[config.mk]
export PLATFORM = sky130hd
export DESIGN_NAME = sram_access_ctrl
export DESIGN_NICKNAME = d
export VERILOG_FILES = /design/src/rtl/sram_access_ctrl_pkg.sv /design/src/rtl/sram_access_ctrl_wait_counter.sv /design/src/rtl/sram_access_ctrl.sv
export SDC_FILE = /design/constraint.sdc
export NUM_CORES = 1
export LEC_CHECK = 0
export BUFFER_PORTS_ARGS = -buffer_cell sky130_fd_sc_hd__buf_2
export CAP_MARGIN = 30
export CORE_MARGIN = 3
export CORE_UTILIZATION = 51
export DETAILED_ROUTE_END_ITERATION = 7
export PLACE_DENSITY = 0.8
export SLEW_MARGIN = 10
export SYNTH_ARGS = -nofsm -noshare
export SYNTH_HDL_FRONTEND = slang
export SYNTH_SLANG_ARGS = --single-unit
[constraint.sdc]
create_clock -name clk -period 3.9 [get_ports clk]
set_input_delay 0.585 -clock clk [delete_from_list [all_inputs] [get_ports clk]]
set_output_delay 0.585 -clock clk [all_outputs]
set_load 0.05 [all_outputs]
[src/rtl/sram_access_ctrl_pkg.sv]
// Shared types and constants for the 16-bit SRAM access controller.
package sram_access_ctrl_pkg;

    typedef enum logic [1:0] {
        ST_IDLE = 2'd0,
        ST_LO   = 2'd1,
        ST_HI   = 2'd2,
        ST_DONE = 2'd3
    } state_t;

    localparam int unsigned ADDR_BASE_DEF = 32'd1024;
    localparam int          HW_W          = 16;
    localparam int          CNT_W         = 4;

endpackage

[src/rtl/sram_access_ctrl_wait_counter.sv]
// Per-phase wait counter: clears or increments, flags the last cycle of a phase.
module sram_wait_counter
    import sram_access_ctrl_pkg::*;
#(
    parameter int WAIT_CYCLES = 4
) (
    input  logic             clk,
    input  logic             rst,
    input  logic             clr,
    input  logic             inc,
    output logic [CNT_W-1:0] cnt,
    output logic             term
);

    localparam logic [CNT_W-1:0] LAST = CNT_W'(WAIT_CYCLES - 1);

    always_ff @(posedge clk or negedge rst) begin
        if (!rst) begin
            cnt <= '0;
        end else if (clr) begin
            cnt <= '0;
        end else if (inc) begin
            cnt <= cnt + 1'b1;
        end
    end

    assign term = (cnt == LAST);

endmodule

[src/rtl/sram_access_ctrl.sv]
// Splits 32-bit CPU loads/stores into two timed 16-bit SRAM phases and
// holds the pipeline until the access completes.
module sram_access_ctrl
    import sram_access_ctrl_pkg::*;
#(
    parameter int          WAIT_CYCLES = 4,
    parameter int unsigned ADDR_BASE   = ADDR_BASE_DEF,
    parameter int          SRAM_AW     = 18
) (
    input  logic               clk,
    input  logic               rst,
    input  logic               MEM_R_EN,
    input  logic               MEM_W_EN,
    input  logic [31:0]        ALU_Res,
    input  logic [31:0]        Val_Rm,
    output logic [31:0]        Rdata,
    output logic               ready,
    output logic               freeze,
    output logic [SRAM_AW-1:0] SRAM_ADDR,
    output logic [HW_W-1:0]    SRAM_WDATA,
    input  logic [HW_W-1:0]    SRAM_RDATA,
    output logic               SRAM_WE_N
);

    localparam logic [CNT_W-1:0] LAST = CNT_W'(WAIT_CYCLES - 1);

    state_t           state;
    logic [31:0]      addr_q;
    logic [31:0]      data_q;
    logic             wr_q;
    logic [CNT_W-1:0] cnt;
    logic             term;
    logic             in_phase;
    logic             req;
    logic             nxt_last;

    function automatic logic [SRAM_AW-2:0] word_idx(input logic [31:0] a);
        logic [31:0] off;
        off = a - ADDR_BASE;
        return off[SRAM_AW:2];
    endfunction

    assign in_phase = (state == ST_LO) || (state == ST_HI);
    assign req      = MEM_R_EN || MEM_W_EN;
    // Next cycle is the last of the phase: strobe must already be released.
    assign nxt_last = !term && ((cnt + 1'b1) == LAST);
    assign freeze   = rst && (in_phase || ((state == ST_IDLE) && req));

    sram_wait_counter #(
        .WAIT_CYCLES(WAIT_CYCLES)
    ) u_wait (
        .clk (clk),
        .rst (rst),
        .clr (!in_phase || term),
        .inc (in_phase),
        .cnt (cnt),
        .term(term)
    );

    always_ff @(posedge clk or negedge rst) begin
        if (!rst) begin
            state      <= ST_IDLE;
            addr_q     <= '0;
            data_q     <= '0;
            wr_q       <= 1'b0;
            Rdata      <= '0;
            ready      <= 1'b0;
            SRAM_WE_N  <= 1'b1;
            SRAM_ADDR  <= '0;
            SRAM_WDATA <= '0;
        end else begin
            ready <= 1'b0;
            case (state)
                ST_IDLE: begin
                    if (req) begin
                        addr_q     <= ALU_Res;
                        data_q     <= Val_Rm;
                        wr_q       <= MEM_W_EN;
                        SRAM_ADDR  <= {word_idx(ALU_Res), 1'b0};
                        SRAM_WDATA <= Val_Rm[HW_W-1:0];
                        SRAM_WE_N  <= !MEM_W_EN;
                        state      <= ST_LO;
                    end
                end
                ST_LO: begin
                    if (term) begin
                        if (!wr_q) Rdata[HW_W-1:0] <= SRAM_RDATA;
                        SRAM_ADDR  <= {word_idx(addr_q), 1'b1};
                        SRAM_WDATA <= data_q[2*HW_W-1:HW_W];
                        SRAM_WE_N  <= !wr_q;
                        state      <= ST_HI;
                    end else begin
                        SRAM_WE_N <= !(wr_q && !nxt_last);
                    end
                end
                ST_HI: begin
                    if (term) begin
                        if (!wr_q) Rdata[2*HW_W-1:HW_W] <= SRAM_RDATA;
                        SRAM_WE_N <= 1'b1;
                        ready     <= 1'b1;
                        state     <= ST_DONE;
                    end else begin
                        SRAM_WE_N <= !(wr_q && !nxt_last);
                    end
                end
                // Requests still visible here belong to the finishing instruction.
                ST_DONE: state <= ST_IDLE;
                default: state <= ST_IDLE;
            endcase
        end
    end

endmodule

* After elaboration in Yosys (flattened, before gate mapping)
Cells that the tools add are included. W data, S select, Z words.
Storage, ports and cells: register bits after elaboration 126, input port bits 84, output and inout bits 69, logic and storage cells 65
Cells by class: reductions and logical operators 24, equality and inequality tests 8, muxes and demuxes 18, bitwise operators 1, $add $sub $neg 3
Operators with widths (number):
- $sub A19 B11 Y19 const B | 2
- $mux W18 | 2
- $pmux W18 S2 | 1
- $mux W16 | 2
- $pmux W16 S2 | 1
- $reduce_and A3 Y1 | 4
- $eq A4 B2 Y1 const B | 2
- $mux W4 | 2
- $pmux W2 S4 | 1
- $logic_not A1 Y1 | 6
- $mux W2 | 3
- $ne A2 B2 Y1 const B | 3
- $mux W1 | 5
- $add A4 B1 Y4 const B | 1
- $eq A2 B2 Y1 const B | 2
- $logic_and A1 B1 Y1 | 4
- $logic_or A1 B1 Y1 | 4
- $reduce_and A2 Y1 | 2
- $reduce_bool A2 Y1 | 2
- $pmux W1 S3 | 1
- $reduce_bool A3 Y1 | 1
- $eq A2 B1 Y1 const B | 1
- $logic_not A2 Y1 | 1
- $not A1 Y1 | 1

* Logic depth before layout (Yosys ltp)
Gate-level depths: netlist of the first run.
depth in word-level cells 8, mapped depth 10

* Hierarchy
A second synthesis of the first run with hierarchy kept.
Unflattened totals: cells, all modules 360, area total of the unflattened synthesis 4653.2 sq um
By module, submodules not included:
- sram_access_ctrl | area each 4453.0 sq um, seq. area each 2603.7 sq um, cells each 343, instances 1
- sram_wait_counter | area each 200.2 sq um, seq. area each 100.1 sq um, cells each 17, instances 1

* Worst setup path before layout of the first run
Ideal clock, no wire load.
path kind register -> output, start reg state[0], end out freeze, setup slack 0.792 ns, data arrival time 2.523 ns, cell stages (with the launch flop) 7, path buffers 2, cell sequence dfrtp_1 -> inv_1 -> ha_1 -> clkbuf_1 -> o21ai_1 -> clkbuf_1 -> a21boi_0
On the way: cells in the longest elaborated chain, start to end 4, elaborated cells on any way between the ends 7, those cells by class eq/ne (2); reduce/logical (5)
Ends and longest elaborated chain:
- from (decl) | RTL line sram_access_ctrl.sv:27 | state_t state;
- from (signal assigned) | RTL line sram_access_ctrl.sv:62 | state <= ST_IDLE;
- from (signal assigned) | RTL line sram_access_ctrl.sv:82 | state <= ST_LO;
- from (signal assigned) | RTL line sram_access_ctrl.sv:91 | state <= ST_HI;
- $eq A2 B1 Y1, or another cell as far along | RTL line sram_access_ctrl.sv:43 | assign in_phase = (state == ST_LO) || (state == ST_HI);
- $logic_or A1 B1 Y1 / $logic_and A1 B1 Y1 (equally long branches) | RTL line sram_access_ctrl.sv:43, sram_access_ctrl.sv:47
- $logic_or A1 B1 Y1 (*) | RTL line sram_access_ctrl.sv:47 | assign freeze = rst && (in_phase || ((state == ST_IDLE) && req));
- $logic_and A1 B1 Y1 (*) | RTL line sram_access_ctrl.sv:47
- to (decl) | RTL line sram_access_ctrl.sv:18 | output logic freeze,
Every way passes the cells marked *; elsewhere a longest branch is shown, timed or not.

* Final worst setup path of the first run
start reg state[1], end reg SRAM_ADDR[17]
On the way: cells in the longest elaborated chain, start to end 3, elaborated cells on any way between the ends 7, those cells by class eq/ne (3); mux (1); reduce/logical (3)
Ends and longest elaborated chain:
- $eq A2 B1 Y1 / $logic_not A2 Y1 (equally long branches) | RTL line sram_access_ctrl.sv:73 | case (state)
- $ne A2 B2 Y1 (no source line) / $reduce_bool A2 Y1 (equally long branches)
- $reduce_and A3 Y1 (no source line)
- to (signal assigned) | RTL line sram_access_ctrl.sv:79 | SRAM_ADDR <= {word_idx(ALU_Res), 1'b0};
- to (signal assigned) | RTL line sram_access_ctrl.sv:88 | SRAM_ADDR <= {word_idx(addr_q), 1'b1};
- to (decl) | RTL line sram_access_ctrl.sv:19 | output logic [SRAM_AW-1:0] SRAM_ADDR,
Parallel ways exist; a longest one is shown, timed or not. A chain may end at the register's enable or synchronous reset.

==> results of run 1 <==
area by class of cell:
cell class,count,share of cell area
sequential,108,0.472
multi-input combinational,243,0.331
timing repair buffer,143,0.130
tap,108,0.0236
clock buffer,9,0.0216
clock inverter,7,0.0183
inverter,5,0.00327
worst max-delay path: stages, from the launching register on:
cell     delay, ns
dfrtp_1       0.39
inv_1         0.11
ha_2          0.22
buf_4         0.34
mux2i_1       0.29
ha_1          0.23
o21ai_0       0.26
o311a_1       0.37
a221o_1       0.26
power breakdown:
part | internal [mW] | total, mW | switching (mW)
registers | 1.65 | 1.92 | 0.276
clock network | 0.372 | 0.764 | 0.392
logic | 0.966 | 3.00 | 2.04
total | 2.99 | 5.69 | 2.71
kinds of logic (layout without fill, tap and decap cells):
family          Yosys count  in the layout  synth area share
fa+ha+maj                 6              6            0.0160
simple gates             76             76            0.0748
xor+xnor                  4              4           0.00745
compound gates           58             58            0.0740
flops                   108            108             0.575
mux                      99             99             0.229
buf+inv                  25            164            0.0245
flip-flops by register name, indices dropped and copies added, names as in the netlist:
| register | count |
|---|---|
| u_wait.cnt | 4 |
| wr_q | 1 |
| ready | 1 |
| SRAM_WDATA | 16 |
| SRAM_ADDR | 18 |
| SRAM_WE_N | 1 |
| Rdata | 32 |
| data_q | 16 |
| state | 2 |
| addr_q | 17 |
per-layer routing:
metal  vias to the layer above  track usage  share of wire
li1                       1596            -              -
met5                         -            0              0
met3                        14       0.0457          0.060
met2                        98        0.324           0.50
met1                      1583        0.237           0.42
met4                         0       0.0797          0.016
layout by cell type, fill, tap and decap left out, types with 2 or more instances in the layout:
cell type / n
ha_1: 5
nand3_1: 4
buf_4: 6
nor4_1: 3
a211oi_1: 3
inv_6: 2
nand3b_1: 2
buf_2: 136
xor2_1: 2
a21o_1: 2
o31a_1: 2
xnor2_1: 2
mux2_2: 67
mux2i_1: 32
nand2_1: 37
nor2_1: 13
clkbuf_8: 9
o21ai_0: 31
nor3b_1: 3
o31ai_1: 2
nor3_1: 7
bufinv_16: 2
inv_1: 5
a21oi_1: 7
nand2b_1: 2
dfrtp_1: 107
worst max-delay path by stage:
stage,from,slack (ns),cells after the start,to
4_1_cts,state[1]$_DFFE_PN0P_,1.14,6,SRAM_ADDR[17]$_DFFE_PN0P_
6_report,state[1]$_DFFE_PN0P_,1.33,8,SRAM_ADDR[17]$_DFFE_PN0P_
2_1_floorplan,state[0]$_DFFE_PN0P_,0.79,6,freeze
3_3_place_gp,state[0]$_DFFE_PN0P_,1.23,6,SRAM_ADDR[17]$_DFFE_PN0P_
3_5_place_dp,state[1]$_DFFE_PN0P_,1.16,6,SRAM_ADDR[17]$_DFFE_PN0P_
5_1_grt,state[1]$_DFFE_PN0P_,1.12,8,SRAM_ADDR[17]$_DFFE_PN0P_
==> results.sh, run 1 <==
export IMPL_insertion_delay_ns=0.36
export IMPL_synth_fp_nets=466
export IMPL_synth_ff_type="dfrtp_1"
export IMPL_first_iter_violations=71
export IMPL_finalClockSkew_ns=0.0140
export IMPL_num_vias=3291
export IMPL_fmax_ghz=0.389
export IMPL_final_hold_viol_count=0
export IMPL_cts_htree_levels=3
export IMPL_cp_end_kind="flip-flop"
export IMPL_dp_cells=606
export IMPL_ys_seq_area_frac=0.575
export IMPL_r2r_start="state[1]$_DFFE_PN0P_"
export IMPL_clk_path_buf_depth=2
export IMPL_root_buffer="clkbuf_8"
export IMPL_synth_top_cells_by_area="dfrtp_1 (57%), mux2_2 (16%), mux2i_1 (6.8%)"
export IMPL_dieArea_um2=10400
export IMPL_wl_per_cell_um=15.4
export IMPL_ioPinCount=153
export IMPL_synth_edff_count=0
export IMPL_place_congestion=0.816
export IMPL_core_area_um2=8850
export IMPL_grt_usage=0.192
export IMPL_finalPower_mw=5.69
export IMPL_cp_required_ns=4.16
export IMPL_avgSynthCellArea_um2=12.5
export IMPL_cts_tree="built"
export IMPL_post_route_cell_area_um2=5730
export IMPL_vias_per_cell=5.28
export IMPL_synth_top_area_frac=0.569
export IMPL_overflow=0
export IMPL_worstPathArrival_ns=2.83
export IMPL_r2r_end="SRAM_ADDR[17]$_DFFE_PN0P_"
export IMPL_dpl_hpwl_mm=6.93
export IMPL_initial_utilization=0.532
export IMPL_worst_hold_slack_ns=0.191
export IMPL_period_minus_slack_ns=2.57
export IMPL_reg2reg_depth=8
export IMPL_rrSetupSlack_ns=1.33
export IMPL_yosys_top_cells_count="dfrtp_1 (107), mux2_2 (67), nand2_1 (37)"
export IMPL_max_cap_violations=0
export IMPL_rsz0062_at_grt="false"
export IMPL_ctsHoldBuffers=0
export IMPL_multi_input_area_um2=1900
export IMPL_antenna_left=0
export IMPL_fin_cells=623
export IMPL_layout_drive_gt1_share=0.449
export IMPL_crit_type="reg -> reg"
export IMPL_grt_pass1_wl_mm=15.7
export IMPL_post_synth_top_count_cell="dfrtp_1"
export IMPL_crit_fanout=27
export IMPL_syn_area_um2=4700
export IMPL_grt_pass1_vias=3405
export IMPL_antenna_found_initial=0
export IMPL_firstDrtPassIters=4
export IMPL_cts_clk_slew_worst_paths_ns=0.11
export IMPL_min_path_type="in -> async"
export IMPL_fillerInstances=682
export IMPL_synth_async_reset_ratio=1.00
export IMPL_vdd_drop_max_v=0.000473
export IMPL_startpoint_type="flip-flop"
export IMPL_ys_ff_latch=108
export IMPL_preCtsSetupSlack_ns=1.16
export IMPL_ff_latch_area_um2=2700
export IMPL_placed_area_um2=5480
export IMPL_nets=600
export IMPL_clkSinkCount=108
export IMPL_grt_max_degree=66
export IMPL_utilization=0.648
export IMPL_cts_buffers=9
export IMPL_slew_viol_final=0
export IMPL_cts_setup_buffers=0
export IMPL_yosysTopAreaCell="dfrtp_1"
export IMPL_p_per_area_nw_per_um2=993
export IMPL_io_buffers=137
export IMPL_die_width_um=102
export IMPL_synthCells=376
export IMPL_diodes=0
export IMPL_synth_cell_types=42
export IMPL_post_route_period_util=0.659
export IMPL_power_leakage_nw=2.79
export IMPL_fin_ws_ns=1.33
export IMPL_setup_violations=0
export IMPL_synthToLayoutAreaGrowth_pct=21.9
export IMPL_fin_tns_setup_ns=0
export IMPL_max_slew_worst_pin_slew_ns=0.865
export IMPL_drc=0
export IMPL_fp_row_count=34
export IMPL_cts_resized=0
export IMPL_die_h_um=102
export IMPL_status="completed"
export IMPL_synth_yosys_warnings=0
export IMPL_relSlewSlack=0.421
export IMPL_routed_wl_mm=9.62
No activity file was read; power rests on OpenSTA's default activity.
==> run 2, diff against run 1 <==
Settings changed: ABC_AREA set to 1.
Clock period 3.9 ns to 2.66 ns, I/O delays scaled along.
==> results.sh, run 2 <==
export IMPL_synth_async_reset_ratio=1.00
export IMPL_relSlewSlack=0.612
export IMPL_p_per_area_nw_per_um2=1490
export IMPL_largest_reg_flops=32
export IMPL_drc=0
export IMPL_crit_path_top_delay_cell="dfrtp_1"
export IMPL_synth_top_cells_by_area="dfrtp_1 (55%), nand2_1 (15%), o21ai_1 (4.8%)"
export IMPL_synth_top_area_frac=0.554
export IMPL_ctsHoldBuffers=1
export IMPL_layout_drive_gt1_share=0.274
export IMPL_dpl_hpwl_mm=7.82
export IMPL_worstPathArrival_ns=1.81
export IMPL_first_iter_violations=138
export IMPL_grt_pass1_vias=3896
export IMPL_overflow=0
export IMPL_ys_seq_area_frac=0.559
export IMPL_vias_per_cell=4.93
export IMPL_most_common_layout_cells="nand2_1 (197), buf_2 (136), dfrtp_1 (107), inv_1 (53), o21ai_1 (46)"
export IMPL_crit_type="reg -> out"
export IMPL_avgSynthCellArea_um2=8.65
export IMPL_min_path_type="in -> reg"
export IMPL_synth_yosys_warnings=0
export IMPL_insertion_delay_ns=0.37
export IMPL_clkSinkCount=108
export IMPL_final_common_cell="nand2_1"
export IMPL_antenna_found_initial=1
export IMPL_crit_fanout=13
export IMPL_synth_ff_type="dfrtp_1"
export IMPL_slew_viol_final=0
export IMPL_combPwrFrac=0.563
export IMPL_synth_simple_area_share=0.213
export IMPL_final_hold_viol_count=0
export IMPL_cts_buffers=9
export IMPL_p_sw_mw=4.59
export IMPL_setup_violations=0
export IMPL_status="completed"
export IMPL_fp_row_count=34
export IMPL_synth_mux_area_frac=0
export IMPL_synth_edff_count=0
export IMPL_cts_htree_levels=3
export IMPL_routed_wl_mm=10.8
export IMPL_p_int_mw=4.07
export IMPL_diodes=0
export IMPL_power_leakage_nw=3.19
export IMPL_clkPwrFrac=0.109
export IMPL_antenna_left=0
export IMPL_utilization=0.647
export IMPL_cp_end_kind="primary output"
export IMPL_max_cap_violations=0
export IMPL_crit_path_max_incr_delay_ns=0.40
export IMPL_startpoint="state[1]$_DFFE_PN0P_"
export IMPL_yosys_top_cells_count="nand2_1 (197), dfrtp_1 (107), inv_1 (53)"
export IMPL_cts_resized=0
export IMPL_die_width_um=103
export IMPL_ys_ff_latch=108
export IMPL_cp_required_ns=2.26
export IMPL_reg2reg_depth=13
export IMPL_root_buffer="clkbuf_8"
export IMPL_synth_xor_area_frac=0.00725
export IMPL_startpoint_type="flip-flop"
export IMPL_initial_utilization=0.538
export IMPL_vdd_drop_max_v=0.000793
export IMPL_synthCells=559
export IMPL_finalClockSkew_ns=0.0116
export IMPL_r2r_start="state[1]$_DFFE_PN0P_"
export IMPL_cts_tree="built"
export IMPL_synth_cell_types=31
export IMPL_endpoint="freeze"
export IMPL_rsz0062_at_grt="false"
export IMPL_wl_per_cell_um=13.2
export IMPL_fmax_ghz=0.453
export IMPL_r2r_end="SRAM_ADDR[17]$_DFFE_PN0P_"
export IMPL_synthToLayoutAreaGrowth_pct=20.1
export IMPL_reg_top3="Rdata: 32 flops, SRAM_ADDR: 18 flops, addr_q: 17 flops"
export IMPL_hold_depth=3
export IMPL_grt_usage=0.210
export IMPL_max_slew_worst_pin_slew_ns=0.583
export IMPL_syn_area_um2=4830
export IMPL_core_area_um2=8980
export IMPL_fin_tns_setup_ns=0
export IMPL_synth_fp_nets=649
export IMPL_dp_cells=805
export IMPL_clk_path_buf_depth=2
export IMPL_period_minus_slack_ns=2.21
export IMPL_yosysTopAreaCell="dfrtp_1"
export IMPL_synth_compound_area_share=0.132
export IMPL_grt_pass1_wl_mm=17.8
export IMPL_synth_adder_area_share=0.0155
export IMPL_num_vias=4056
export IMPL_cts_setup_buffers=0
export IMPL_switching_share=0.530
export IMPL_die_h_um=103
export IMPL_synth_top_family_by_area="simple AND/OR/NAND/NOR gates"
export IMPL_cp_cell_sequence="inv_1 -> ha_1 -> o21ai_4 -> a21boi_0 -> buf_2"
export IMPL_place_congestion=0.791
export IMPL_fin_cells=822
export IMPL_grt_max_degree=48
export IMPL_cts_clk_slew_worst_paths_ns=0.11
export IMPL_post_synth_top_count_cell="nand2_1"
export IMPL_rrSetupSlack_ns=0.46
export IMPL_ioPinCount=153
export IMPL_p_seq_frac=0.328
export IMPL_post_route_period_util=0.830
export IMPL_nets=781
export IMPL_regMostFlops="Rdata"
export IMPL_firstDrtPassIters=5
export IMPL_dieArea_um2=10700
export IMPL_io_buffers=137
run 2: changes by cell type after synthesis, sizes merged, moves of 14 or more:
cell / change
mux2: -67
mux2i: -32
o31ai: +14
nor2: +35
inv: +51
o21ai: +46
nand2: +164
run 2: how the worst min path moves through the flow:
stage / slack (ns) / start / endpoint
final: 0.22 / Val_Rm[25] / data_q[25]$_DFFE_PN0P_
after global routing: 0.21 / Val_Rm[24] / data_q[24]$_DFFE_PN0P_
after CTS: 0.21 / Val_Rm[25] / data_q[25]$_DFFE_PN0P_
after global placement: 0.28 / rst / SRAM_ADDR[11]$_DFFE_PN0P_
after detailed placement: 0.28 / rst / SRAM_ADDR[11]$_DFFE_PN0P_
after floorplan: 0.10 / rst / Rdata[0]$_DFFE_PN0P_
run 2: per-stage QoR:
stage	hold WS [ns]	worst slack (ns)	power [mW]	area, um^2
after global placement	0.278	0.533	7.59	5610
after CTS	0.208	0.432	8.73	5810
final	0.221	0.453	8.66	5810
after detailed placement	0.278	0.461	7.78	5610
after global routing	0.213	0.215	9.35	5810
after floorplan	0.103	0.324	6.67	4830
run 2: cell type report:
class	count	area (um^2)
Fill cell	806	3170
Sequential cell	108	2700
Multi-Input combinational cell	370	1770
Timing Repair Buffer	146	771
Inverter	56	215
Clock inverter	6	58.8
Tap cell	126	158
Clock buffer	10	128
run 2: critical path, delay by kind of cell, from the launching register on:
kind	cells	cell delay, ns
adders and majority gates	1	0.31
DFF	1	0.40
AOI/OAI and AO/OA	2	0.35
buffers and inverters	2	0.39
run 2: power by group through the flow:
stage	Sequential (mW)	Combinational (mW)	Clock, mW
2_1_floorplan	4.52	2.15	0
3_3_place_gp	2.83	4.76	0
3_5_place_dp	2.87	4.91	0
4_1_cts	2.85	4.92	0.966
5_1_grt	2.95	5.35	1.04
6_report	2.84	4.88	0.943
run 2: routing by layer:
layer  track usage  part of all wire  vias to the layer above
met4        0.0657            0.0078                        2
li1              -                 -                     2015
met1         0.281              0.44                     1905
met3        0.0537             0.072                       12
met5             0            0.0012                        -
met2         0.336              0.47                      122
run 2: kinds of logic after synthesis:
kind of cell / count (synthesis)
XOR/XNOR: 4
buffers and inverters: 81
AND/OR/NAND/NOR: 261
flip-flops: 108
adder cells (fa/ha/maj): 6
AO/OA/AOI/OAI: 99
==> run 3, diff against run 2 <==
Settings changed: CORE_UTILIZATION 51 to 46, PLACE_DENSITY 0.8 to 0.76.
Clock period 2.66 ns to 1.8 ns, I/O delays scaled along.
==> results.sh, run 3 (synthesized netlist as in run 2, its figures left out) <==
export IMPL_num_vias=4015
export IMPL_max_cap_violations=0
export IMPL_fmax_ghz=0.552
export IMPL_vias_per_cell=4.76
export IMPL_diodes=0
export IMPL_grt_max_degree=57
export IMPL_p_seq_frac=0.315
export IMPL_core_area_um2=10000
export IMPL_die_h_um=109
export IMPL_vdd_drop_max_v=0.00112
export IMPL_crit_type="reg -> out"
export IMPL_initial_utilization=0.483
export IMPL_grt_pass1_wl_mm=18.0
export IMPL_nets=796
export IMPL_fillerInstances=888
export IMPL_clk_path_buf_depth=2
export IMPL_multi_input_area_um2=1810
export IMPL_cts_clk_slew_worst_paths_ns=0.09
export IMPL_combPwrFrac=0.577
export IMPL_grt_util_met2=0.306
export IMPL_cts_buffers=9
export IMPL_reg_top3="Rdata: 32 flops, SRAM_ADDR: 18 flops, addr_q: 17 flops"
export IMPL_max_slew_worst_pin_slew_ns=0.686
export IMPL_grt_pass1_vias=3917
export IMPL_dpl_hpwl_mm=8.10
export IMPL_die_width_um=109
export IMPL_most_common_layout_cells="nand2_1 (197), buf_2 (135), dfrtp_1 (107), inv_1 (50), o21ai_1 (46)"
export IMPL_first_iter_violations=285
export IMPL_startpoint_type="flip-flop"
export IMPL_min_path_type="in -> async"
export IMPL_power_leakage_nw=3.28
export IMPL_io_buffers=137
export IMPL_grtUsageMet1=0.253
export IMPL_status="finished with violations"
export IMPL_p_int_mw=6.55
export IMPL_finalClockSkew_ns=0.0158
export IMPL_period_minus_slack_ns=1.81
export IMPL_ff_latch_area_um2=2700
export IMPL_crit_fanout=3
export IMPL_relSlewSlack=0.543
export IMPL_insertion_delay_ns=0.37
export IMPL_largest_reg_flops=32
export IMPL_cp_required_ns=1.53
export IMPL_final_common_cell="nand2_1"
export IMPL_clkPwrFrac=0.108
export IMPL_synthToLayoutAreaGrowth_pct=24.6
export IMPL_rsz0062_at_grt="true"
export IMPL_cp_end_kind="primary output"
export IMPL_antenna_left=0
export IMPL_routed_wl_mm=11.0
export IMPL_ioPinCount=153
export IMPL_regMostFlops="Rdata"
export IMPL_wl_per_cell_um=13.1
export IMPL_reg2reg_depth=10
export IMPL_fin_ws_ns=-0.0112
export IMPL_p_sw_mw=6.86
export IMPL_dieArea_um2=11800
export IMPL_firstDrtPassIters=5
export IMPL_final_hold_viol_count=0
export IMPL_fin_cells=843
export IMPL_cts_tree="built"
export IMPL_slew_viol_final=0
export IMPL_p_per_area_nw_per_um2=2230
export IMPL_violations="negative setup slack"
export IMPL_grt_util_met3=0.0430
export IMPL_worstPathArrival_ns=1.54
export IMPL_setup_violations=1
export IMPL_overflow=0
export IMPL_cts_htree_levels=3
export IMPL_drc=0
export IMPL_fp_row_count=36
export IMPL_dp_cells=823
export IMPL_post_route_period_util=1.01
export IMPL_grt_usage=0.191
export IMPL_antenna_found_initial=0
export IMPL_finalPower_mw=13.4
export IMPL_layout_drive_gt1_share=0.299
export IMPL_clkSinkCount=108
export IMPL_place_congestion=0.830
export IMPL_switching_share=0.512
export IMPL_busiest_layer="met2"
export IMPL_root_buffer="clkbuf_8"
[run 3: changes by cell type in the layout (fill, tap and decap cells not counted), sizes merged]
| cell | delta |
|---|---|
| dlygate4sd3 | -1 |
| bufinv | +1 |
| clkinv | -3 |
| clkinvlp | +2 |
| inv | -1 |
| buf | +16 |
[run 3: area by class of cell]
class / instances / share of cell area
repair buffers: 161 / 0.155
flip-flops and latches: 108 / 0.449
multi-input cells: 370 / 0.301
well taps: 133 / 0.0276
clock inverters: 5 / 0.0104
inverters: 56 / 0.0361
clock buffers: 10 / 0.0212
[run 3: worst max-delay path: stages (launching register included)]
cell	delay (ns)
dfrtp_1	0.37
inv_2	0.06
buf_6	0.12
ha_4	0.28
inv_4	0.04
a21boi_2	0.14
buf_6	0.17
[run 3: routing by layer]
metal | vias to the layer above | share of wire
li1 | 2044 | -
met1 | 1822 | 0.44
met2 | 128 | 0.47
met3 | 21 | 0.068
met4 | 0 | 0.021
met5 | - | 0
[run 3: worst paths after layout]
kind / startpoint / to / slack [ns]
min reg2reg: SRAM_ADDR[16]$_DFFE_PN0P_ / SRAM_ADDR[16]$_DFFE_PN0P_ / 0.49
max in group asynchronous: rst / SRAM_WDATA[14]$_DFFE_PN0P_ / 1.28
min in group clk: Val_Rm[23] / data_q[23]$_DFFE_PN0P_ / 0.09
max: state[1]$_DFFE_PN0P_ / freeze / -0.01
min: rst / wr_q$_DFFE_PN0P_ / 0.04
max reg2reg: state[1]$_DFFE_PN0P_ / SRAM_ADDR[4]$_DFFE_PN0P_ / 0.10
[run 3: what timing repair did]
item | in CTS | in global routing
gates resized for setup | 8 | 9
hold buffers | 0 | 0
setup endpoints to repair | 9 | 9
buffers inserted | 3 | 2
pin swaps | 2 | 4
gates cloned | 0 | 0
[run 3: power by group through the flow]
stage                     clock network [mW]  logic (mW)  registers, mW
after floorplan                            0        3.19           6.68
after detailed placement                   0        7.48           4.24
after CTS                               1.50        7.64           4.21
after global routing                    1.60        8.41           4.36
after global placement                     0        7.28           4.19
final                                   1.45        7.75           4.22
[run 3: stage by stage]
stage	area, um^2	util	setup WS, ns	hold WS (ns)	TNS (ns)
global route	6020	0.602	-0.112	0.0790	-0.190
detailed placement	5730	0.573	-0.0558	0.459	-0.109
floorplan	4840	-	0.0670	-0.0256	0
finish	6020	0.602	-0.0112	0.0379	-0.0112
CTS	5970	0.597	-0.0217	0.0450	-0.0217
global placement	5730	0.573	-0.00378	0.431	-0.00378
